===== config.mk =====
export PLATFORM = sky130hd
export DESIGN_NAME = bp_mac_seq_flat
export DESIGN_NICKNAME = d
export VERILOG_FILES = /design/src/rtl/bp_mac_seq_if.sv /design/src/rtl/bp_mac_seq.sv /design/src/flat_wrapper.sv
export SDC_FILE = /design/constraint.sdc
export NUM_CORES = 1
export LEC_CHECK = 0
export BUFFER_PORTS_ARGS = -buffer_cell sky130_fd_sc_hd__buf_2
export CORE_MARGIN = 2
export CORE_UTILIZATION = 29
export DETAILED_ROUTE_END_ITERATION = 10
export PLACE_DENSITY = 0.44
export SLEW_MARGIN = 30
export SYNTH_ARGS = -nofsm -noshare
export SYNTH_HDL_FRONTEND = slang
export SYNTH_SLANG_ARGS = --single-unit

===== constraint.sdc =====
create_clock -name clk -period 3.95 [get_ports clk]
set_input_delay 0.79 -clock clk [delete_from_list [all_inputs] [get_ports clk]]
set_output_delay 0.79 -clock clk [all_outputs]
set_load 0.1 [all_outputs]

===== src/rtl/bp_mac_seq_if.sv =====
// rtl/bp_mac_seq_if.sv - control/address bundle between the bp MAC sequencer and its surroundings
interface bp_mac_seq_if #(
  parameter int AW = 12
);
  logic          start;
  logic          abort;
  logic          busy;
  logic          done;
  logic [1:0]    sel_dgate;
  logic [1:0]    sel_wghts;
  logic [AW-1:0] rd_addr_dgate;
  logic [AW-1:0] rd_addr_wght;
  logic          rst_mac;
  logic          acc_mac;
  logic          wr_en;
  logic [AW-1:0] wr_addr;

  modport master (
    input  start, abort,
    output busy, done, sel_dgate, sel_wghts, rd_addr_dgate, rd_addr_wght,
           rst_mac, acc_mac, wr_en, wr_addr
  );

  modport slave (
    output start, abort,
    input  busy, done, sel_dgate, sel_wghts, rd_addr_dgate, rd_addr_wght,
           rst_mac, acc_mac, wr_en, wr_addr
  );
endinterface


===== src/rtl/bp_mac_seq.sv =====
// rtl/bp_mac_seq.sv - sequences the shared backprop MAC: sum over gates and cells of dgate*W per output
module bp_mac_seq #(
  parameter int N_OUT   = 53,
  parameter int N_IN    = 8,
  parameter int RD_LAT  = 1,
  parameter int MAC_LAT = 1,
  parameter int AW      = 12
) (
  input logic           clk,
  input logic           rst,
  bp_mac_seq_if.master  bus
);
  localparam int DW = $clog2(RD_LAT + MAC_LAT + 1);

  typedef enum logic [2:0] {IDLE, CLR, RUN, DRAIN, WRITE, DONE} state_t;

  state_t        state, next_state;
  logic [1:0]    g;
  logic [AW-1:0] k;
  logic [AW-1:0] wght_addr;
  logic [AW-1:0] j;
  logic [AW-1:0] base;
  logic [DW-1:0] drain_cnt;
  logic [RD_LAT-1:0] run_dly;

  logic last_term, last_out, drain_end, kill;

  assign last_term = (g == 2'd3) && (k == AW'(N_IN - 1));
  assign last_out  = (j == AW'(N_OUT - 1));
  assign drain_end = (drain_cnt == DW'(RD_LAT + MAC_LAT - 1));
  assign kill      = bus.abort && (state != IDLE);

  always_ff @(posedge clk or posedge rst) begin
    if (rst) state <= IDLE;
    else     state <= next_state;
  end

  always_comb begin
    next_state = state;
    if (bus.abort) begin
      next_state = IDLE;
    end else begin
      case (state)
        IDLE:    if (bus.start) next_state = CLR;
        CLR:     next_state = RUN;
        RUN:     if (last_term) next_state = DRAIN;
        DRAIN:   if (drain_end) next_state = WRITE;
        WRITE:   next_state = last_out ? DONE : CLR;
        DONE:    next_state = IDLE;
        default: next_state = IDLE;
      endcase
    end
  end

  // Term counters double as the registered address/select outputs, so they
  // simply stop on the last term and hold until the next output's RUN.
  always_ff @(posedge clk or posedge rst) begin
    if (rst) begin
      g         <= '0;
      k         <= '0;
      wght_addr <= '0;
      j         <= '0;
      base      <= '0;
      drain_cnt <= '0;
    end else if (kill) begin
      g         <= '0;
      k         <= '0;
      wght_addr <= '0;
      j         <= '0;
      base      <= '0;
      drain_cnt <= '0;
    end else begin
      case (state)
        CLR: begin
          g         <= '0;
          k         <= '0;
          wght_addr <= base;
          drain_cnt <= '0;
        end
        RUN: begin
          if (!last_term) begin
            if (g == 2'd3) begin
              g         <= '0;
              k         <= k + AW'(1);
              wght_addr <= wght_addr + AW'(1);
            end else begin
              g <= g + 2'd1;
            end
          end
        end
        DRAIN: drain_cnt <= drain_cnt + DW'(1);
        WRITE: begin
          if (last_out) begin
            j    <= '0;
            base <= '0;
          end else begin
            j    <= j + AW'(1);
            base <= base + AW'(N_IN);
          end
        end
        default: ;
      endcase
    end
  end

  // Aligns the accumulate enable with memory data arriving RD_LAT cycles later.
  always_ff @(posedge clk or posedge rst) begin
    if (rst)       run_dly <= '0;
    else if (kill) run_dly <= '0;
    else           run_dly <= (run_dly << 1) | RD_LAT'(state == RUN);
  end

  always_comb begin
    bus.busy    = (state != IDLE);
    bus.done    = (state == DONE);
    bus.rst_mac = (state == CLR);
    bus.wr_en   = (state == WRITE);
  end

  assign bus.sel_dgate     = g;
  assign bus.sel_wghts     = g;
  assign bus.rd_addr_dgate = k;
  assign bus.rd_addr_wght  = wght_addr;
  assign bus.wr_addr       = j;
  assign bus.acc_mac       = run_dly[RD_LAT-1];
endmodule

===== src/flat_wrapper.sv =====
// flat-port wrapper written by rule: the top's interface ports become plain ports
module bp_mac_seq_flat 
#(
  parameter int N_OUT   = 53,
  parameter int N_IN    = 8,
  parameter int RD_LAT  = 1,
  parameter int MAC_LAT = 1,
  parameter int AW      = 12
)
  (clk, rst, bus_start, bus_abort, bus_busy, bus_done, bus_sel_dgate, bus_sel_wghts, bus_rd_addr_dgate, bus_rd_addr_wght, bus_rst_mac, bus_acc_mac, bus_wr_en, bus_wr_addr);
  bp_mac_seq_if #(.AW(AW)) bus_i ();
  input logic clk;
  input logic rst;
  input wire logic [$bits(bus_i.start)-1:0] bus_start;
  input wire logic [$bits(bus_i.abort)-1:0] bus_abort;
  output wire logic [$bits(bus_i.busy)-1:0] bus_busy;
  output wire logic [$bits(bus_i.done)-1:0] bus_done;
  output wire logic [$bits(bus_i.sel_dgate)-1:0] bus_sel_dgate;
  output wire logic [$bits(bus_i.sel_wghts)-1:0] bus_sel_wghts;
  output wire logic [$bits(bus_i.rd_addr_dgate)-1:0] bus_rd_addr_dgate;
  output wire logic [$bits(bus_i.rd_addr_wght)-1:0] bus_rd_addr_wght;
  output wire logic [$bits(bus_i.rst_mac)-1:0] bus_rst_mac;
  output wire logic [$bits(bus_i.acc_mac)-1:0] bus_acc_mac;
  output wire logic [$bits(bus_i.wr_en)-1:0] bus_wr_en;
  output wire logic [$bits(bus_i.wr_addr)-1:0] bus_wr_addr;
  assign bus_i.start = bus_start;
  assign bus_i.abort = bus_abort;
  assign bus_busy = bus_i.busy;
  assign bus_done = bus_i.done;
  assign bus_sel_dgate = bus_i.sel_dgate;
  assign bus_sel_wghts = bus_i.sel_wghts;
  assign bus_rd_addr_dgate = bus_i.rd_addr_dgate;
  assign bus_rd_addr_wght = bus_i.rd_addr_wght;
  assign bus_rst_mac = bus_i.rst_mac;
  assign bus_acc_mac = bus_i.acc_mac;
  assign bus_wr_en = bus_i.wr_en;
  assign bus_wr_addr = bus_i.wr_addr;
  bp_mac_seq #(.N_OUT(N_OUT), .N_IN(N_IN), .RD_LAT(RD_LAT), .MAC_LAT(MAC_LAT), .AW(AW)) u_core (.clk(clk), .rst(rst), .bus(bus_i));
endmodule

## Word level (Yosys, flattened, before mapping)

Index checks and enable logic that the tools add are counted.
Widths: inputs -> output; s select.

| storage, ports and cells | value |
|---|---|
| word-level logic and storage cells | 65 |
| input bits | 4 |
| register bits | 56 |

| operators by class | value |
|---|---|
| reduce and logical (&&, ||, !) cells | 10 |
| add/sub/neg operators | 6 |
| equal/unequal tests | 14 |
| multiplexer cells | 27 |

Operators by type and width:

| operator | number |
|---|---|
| $mux 12 | 12 |
| $pmux 12 s2 | 2 |
| $add 12x1->12 const B | 3 |
| $mux 3 | 5 |
| $pmux 3 s5 | 1 |
| $add 12x4->12 const B | 1 |
| $eq 12x3->1 const B | 1 |
| $eq 12x6->1 const B | 1 |
| $reduce_bool 3->1 | 3 |
| $mux 2 | 4 |
| $pmux 2 s2 | 2 |
| $eq 3x2->1 const B | 2 |
| $eq 3x3->1 const B | 2 |
| $ne 3x2->1 const B | 2 |
| $ne 3x3->1 const B | 2 |
| $reduce_and 3->1 | 2 |
| $add 2x1->2 const B | 2 |
| $eq 3x1->1 const B | 1 |
| $logic_not 3->1 | 1 |
| $ne 3x1->1 const B | 1 |
| $eq 2x1->1 const B | 1 |
| $eq 2x2->1 const B | 1 |
| $logic_and 1x1->1 | 2 |
| $reduce_and 2->1 | 1 |
| 2 further kinds | 2 |

## Logic depth before layout (Yosys ltp)

| depth | value |
|---|---|
| word-level depth | 5 |
| gate-level depth with buffers | 7 |
| gate-level depth less buffers | 6 |

## Worst setup path before layout

OpenSTA, ideal clock, no wires.

| timing path | value |
|---|---|
| kind | reg2out |
| from | register u_core.state[2] |
| to | output port bus_done |
| data required time | 3.160 ns |
| cell stages (with the launch flop) | 4 |
| setup slack | 0.188 ns |
| arrival | 2.972 ns |
| buffers on the path | 1 |
| cells stage by stage | dfrtp_1 clkbuf_1 inv_1 nor3b_1 |

| between the ends | value |
|---|---|
| longest elaborated chain between the ends | 1 |

RTL lines:

| element | line | text |
|---|---|---|
| from (decl) | bp_mac_seq.sv:17 | `state_t state, next_state;` |
| from (signal assigned) | bp_mac_seq.sv:35 | `else state <= next_state;` |
| $eq 3x3->1 | bp_mac_seq.sv:115 | `bus.done = (state == DONE);` |
| to (decl) | flat_wrapper.sv:17 | `output wire logic [$bits(bus_i.done)-1:0] bus_done;` |

Every way passes these cells.

## Final worst setup path

| timing path | value |
|---|---|
| from | register u_core.state[2] |
| to | output port bus_wr_en |

| between the ends | value |
|---|---|
| longest elaborated chain between the ends | 1 |

RTL lines:

| element | line | text |
|---|---|---|
| $eq 3x3->1 | bp_mac_seq.sv:117 | `bus.wr_en = (state == WRITE);` |
| to (decl) | flat_wrapper.sv:24 | `output wire logic [$bits(bus_i.wr_en)-1:0] bus_wr_en;` |

Every way passes these cells.

==> impl_results.md <==
- Initial antenna violation count: 0
- Area grow syn2layout: 14.3%
- Final period utilization: between 70% and 80%
- DR WL met2: roughly 4.0 mm
- Setup crit end kind: primary output
- Slew margin rel.: a little under half
- Synth Net Count: ~370
- Post-synth EDFFs: 0
- Setup crit start kind: flop
- Wire length on met3: ~330 microns
- WL met1: roughly 4.4 mm
- Hold depth: 1
- Slew Viols, Final: 0
- Utilization after layout: around a third
- IO Pins: between 40 and 50
- Deepest clock path buffer count: 2
- Reg2reg end: u_core.base[10]
- GRT Resource Usage Total: approximately 16%
- Min-Delay Startpoint: u_core.drain_cnt[0]
- Hold Path End: u_core.drain_cnt[0]
- Core Area: approximately 11000 sq um
- Chip Width: ~110 microns
- Status: complete, no violations
- Htree depth: 2
- Clock latency on the worst-skew pair: between 0.3 and 0.4 ns
- DRC Markers: 0
- Mean routed wirelength per cell: between 15 and 20 microns
- Unique masters post-synth: 59
- Pleak: 0.00162 uW
- Max-cap violation count: 0
- Finished Cell Area: 3690 sq um
- Fin. Hold Viols: 0
- Hold Path Class: reg -> reg
- Hold_buf cts: 0
- Via count: ~2900
- Most used DFF post-synth: dfrtp_1
- Postcts setup bufs: 0
- Placed standard-cell area: roughly 3600 sq um
- Min Tclk post-route: between 2 and 3 ns
- Data arrival, critical path: approximately 2.0 ns
- Vias in the first global route: 2859
- RSZ-0062 raised after global routing: false
- Worst Reg-to-Reg Cells: 6
- Asr flop ratio synth: 100%
- Post-CTS sizing: 0
- Yosys reg bits: between 50 and 60
- CTS tree: done
- Peak supply drop: roughly 0.00033 V
- CP max FO: 16
- Slew @ Worst Pin: 0.811 ns
- Total inserted antenna cells: 0
- Highest routed layer: met4
- Post-synthesis sequential area ratio: about two fifths
- Total power: 1690 uW
- Iter 0 DRT Violations: about 170
- DP HPWL: roughly 6.2 mm
- Final setup TNS: 0 ns
- DRT Pass-1 Iters: 4
- Final setup violation count: 0
- Final WL: 8.84 mm
- Warnings, synthesis: 0
- Vias per Instance: approximately 5.5
- Placed cell count: approximately 530
- Port Buffers: 48
- Clk sink count: 53
- CP required: around 3.2 ns
- Row cnt: 38
- Initial Util: between 20% and 30%
- Mean Syn Cell Area: 9.11 sq um
- Die height: around 110 microns
- WS Path Type: reg -> out
- Power Dens Cells: about 460 nW/um^2
- Final GP Congestion: 0.823
- DIE AREA: 12000 sq um
- Nets@finish: 405
- Global-route wire length before repair: 14.9 mm
- Number of buffers created by CTS: 5
- CTS root buf: clkbuf_8
- Final Skew: about 0.0096 ns
- Synthesized area: ~3200 sq um
- Post-route insts no fill: 534
- Final ANT Viol Nets: 0
- Worst-path clk slew: 0.10 ns
- RR Startpoint: u_core.bus.wr_addr[0]
- Largest net degree at the start of global routing: 38
- Grt total ovfl: 0
- Reg-to-reg setup timing slack: ~1.6 ns
- Cell count after synthesis: approximately 350
- Fmax: around 360 MHz
- Layout cells sized above 1: between 10% and 20%
-- routing by layer --
layer  global-route usage, %  vias to the layer above
met3                    2.43                       10
met1                    22.7                     1428
li1                        -                     1440
met2                    23.9                       58
met4                    3.89                        0
met5                       0                        -
-- cell usage after synthesis (all sizes together) (9+ instances only) --
cell | count | area (sq um)
a31oi | 9 | 56.3
inv | 21 | 78.8
and3 | 11 | 68.8
a21oi | 25 | 125
nand4 | 9 | 56.3
nor4 | 13 | 111
nand2 | 22 | 82.6
o21ai | 31 | 155
clkbuf | 12 | 45.0
dfrtp | 53 | 1330
nor3 | 10 | 50.1
nand3 | 22 | 110
nor2 | 16 | 60.1
-- where the power goes --
part           total, uW  switching, uW  internal, uW
Clock                382            193           188
Sequential           713            109           603
Combinational        601            480           121
Total               1690            783           912
-- final cells by class --
class	instances	area (sq um)
fill	1165	7150
multi-input combinational	260	1720
sequential	53	1330
timing repair buffer	53	278
tap	140	175
inverter	21	78.8
clock buffer	5	68.8
clock inverter	2	38.8
-- sequential cells by signal (all words and copies together) (netlist names) --
register	count
u_core.base	9
u_core.bus.acc_mac	1
u_core.bus.rd_addr_dgate	12
u_core.drain_cnt	2
u_core.bus.wr_addr	12
u_core.bus.sel_dgate	2
u_core.state	3
u_core.bus.rd_addr_wght	12
-- cell usage in the layout (no fill, tap or decap), types with 10 or more instances in the layout --
cell and n:
nor2_1 16, nor4_1 11, a21oi_1 24, nand2_1 22
and3_1 11, o21ai_0 24, buf_2 48, dfrtp_1 53
nor3_1 10, inv_1 20, nand3_1 22
-- worst max-delay path, cell delays in order (launching register included) --
cell and delay (ns):
dfrtp_1 0.64, or3b_2 0.54, inv_1 0.09, buf_2 0.42
-- worst max path at each step --
stage	start	end	slack (ns)	cells past startpoint
CTS	u_core.state[2]	bus_wr_en	1.14	3
finish	u_core.state[2]	bus_wr_en	1.16	3
global route	u_core.state[2]	bus_wr_en	1.03	3
global placement	bus_abort	u_core.bus.rd_addr_wght[11]	1.15	6
detailed placement	bus_abort	u_core.bus.rd_addr_wght[11]	1.10	6
floorplan	u_core.state[2]	bus_done	0.19	3
-- cell families after synthesis --
group	share of synthesized area (%)
AO/OA/AOI/OAI	26.4
adder cells (fa/ha/maj)	2.72
buffers and inverters	5.63
flip-flops	41.1
multiplexers	1.63
AND/OR/NAND/NOR	22.5
-- per-stage QoR --
stage,hold slack [ns],setup slack [ns]
floorplan,0.461,0.188
global placement,0.493,1.15
detailed placement,0.501,1.10
CTS,0.517,1.14
global route,0.524,1.03
finish,0.506,1.16
Note: power is estimated with default switching activity, not from simulation.
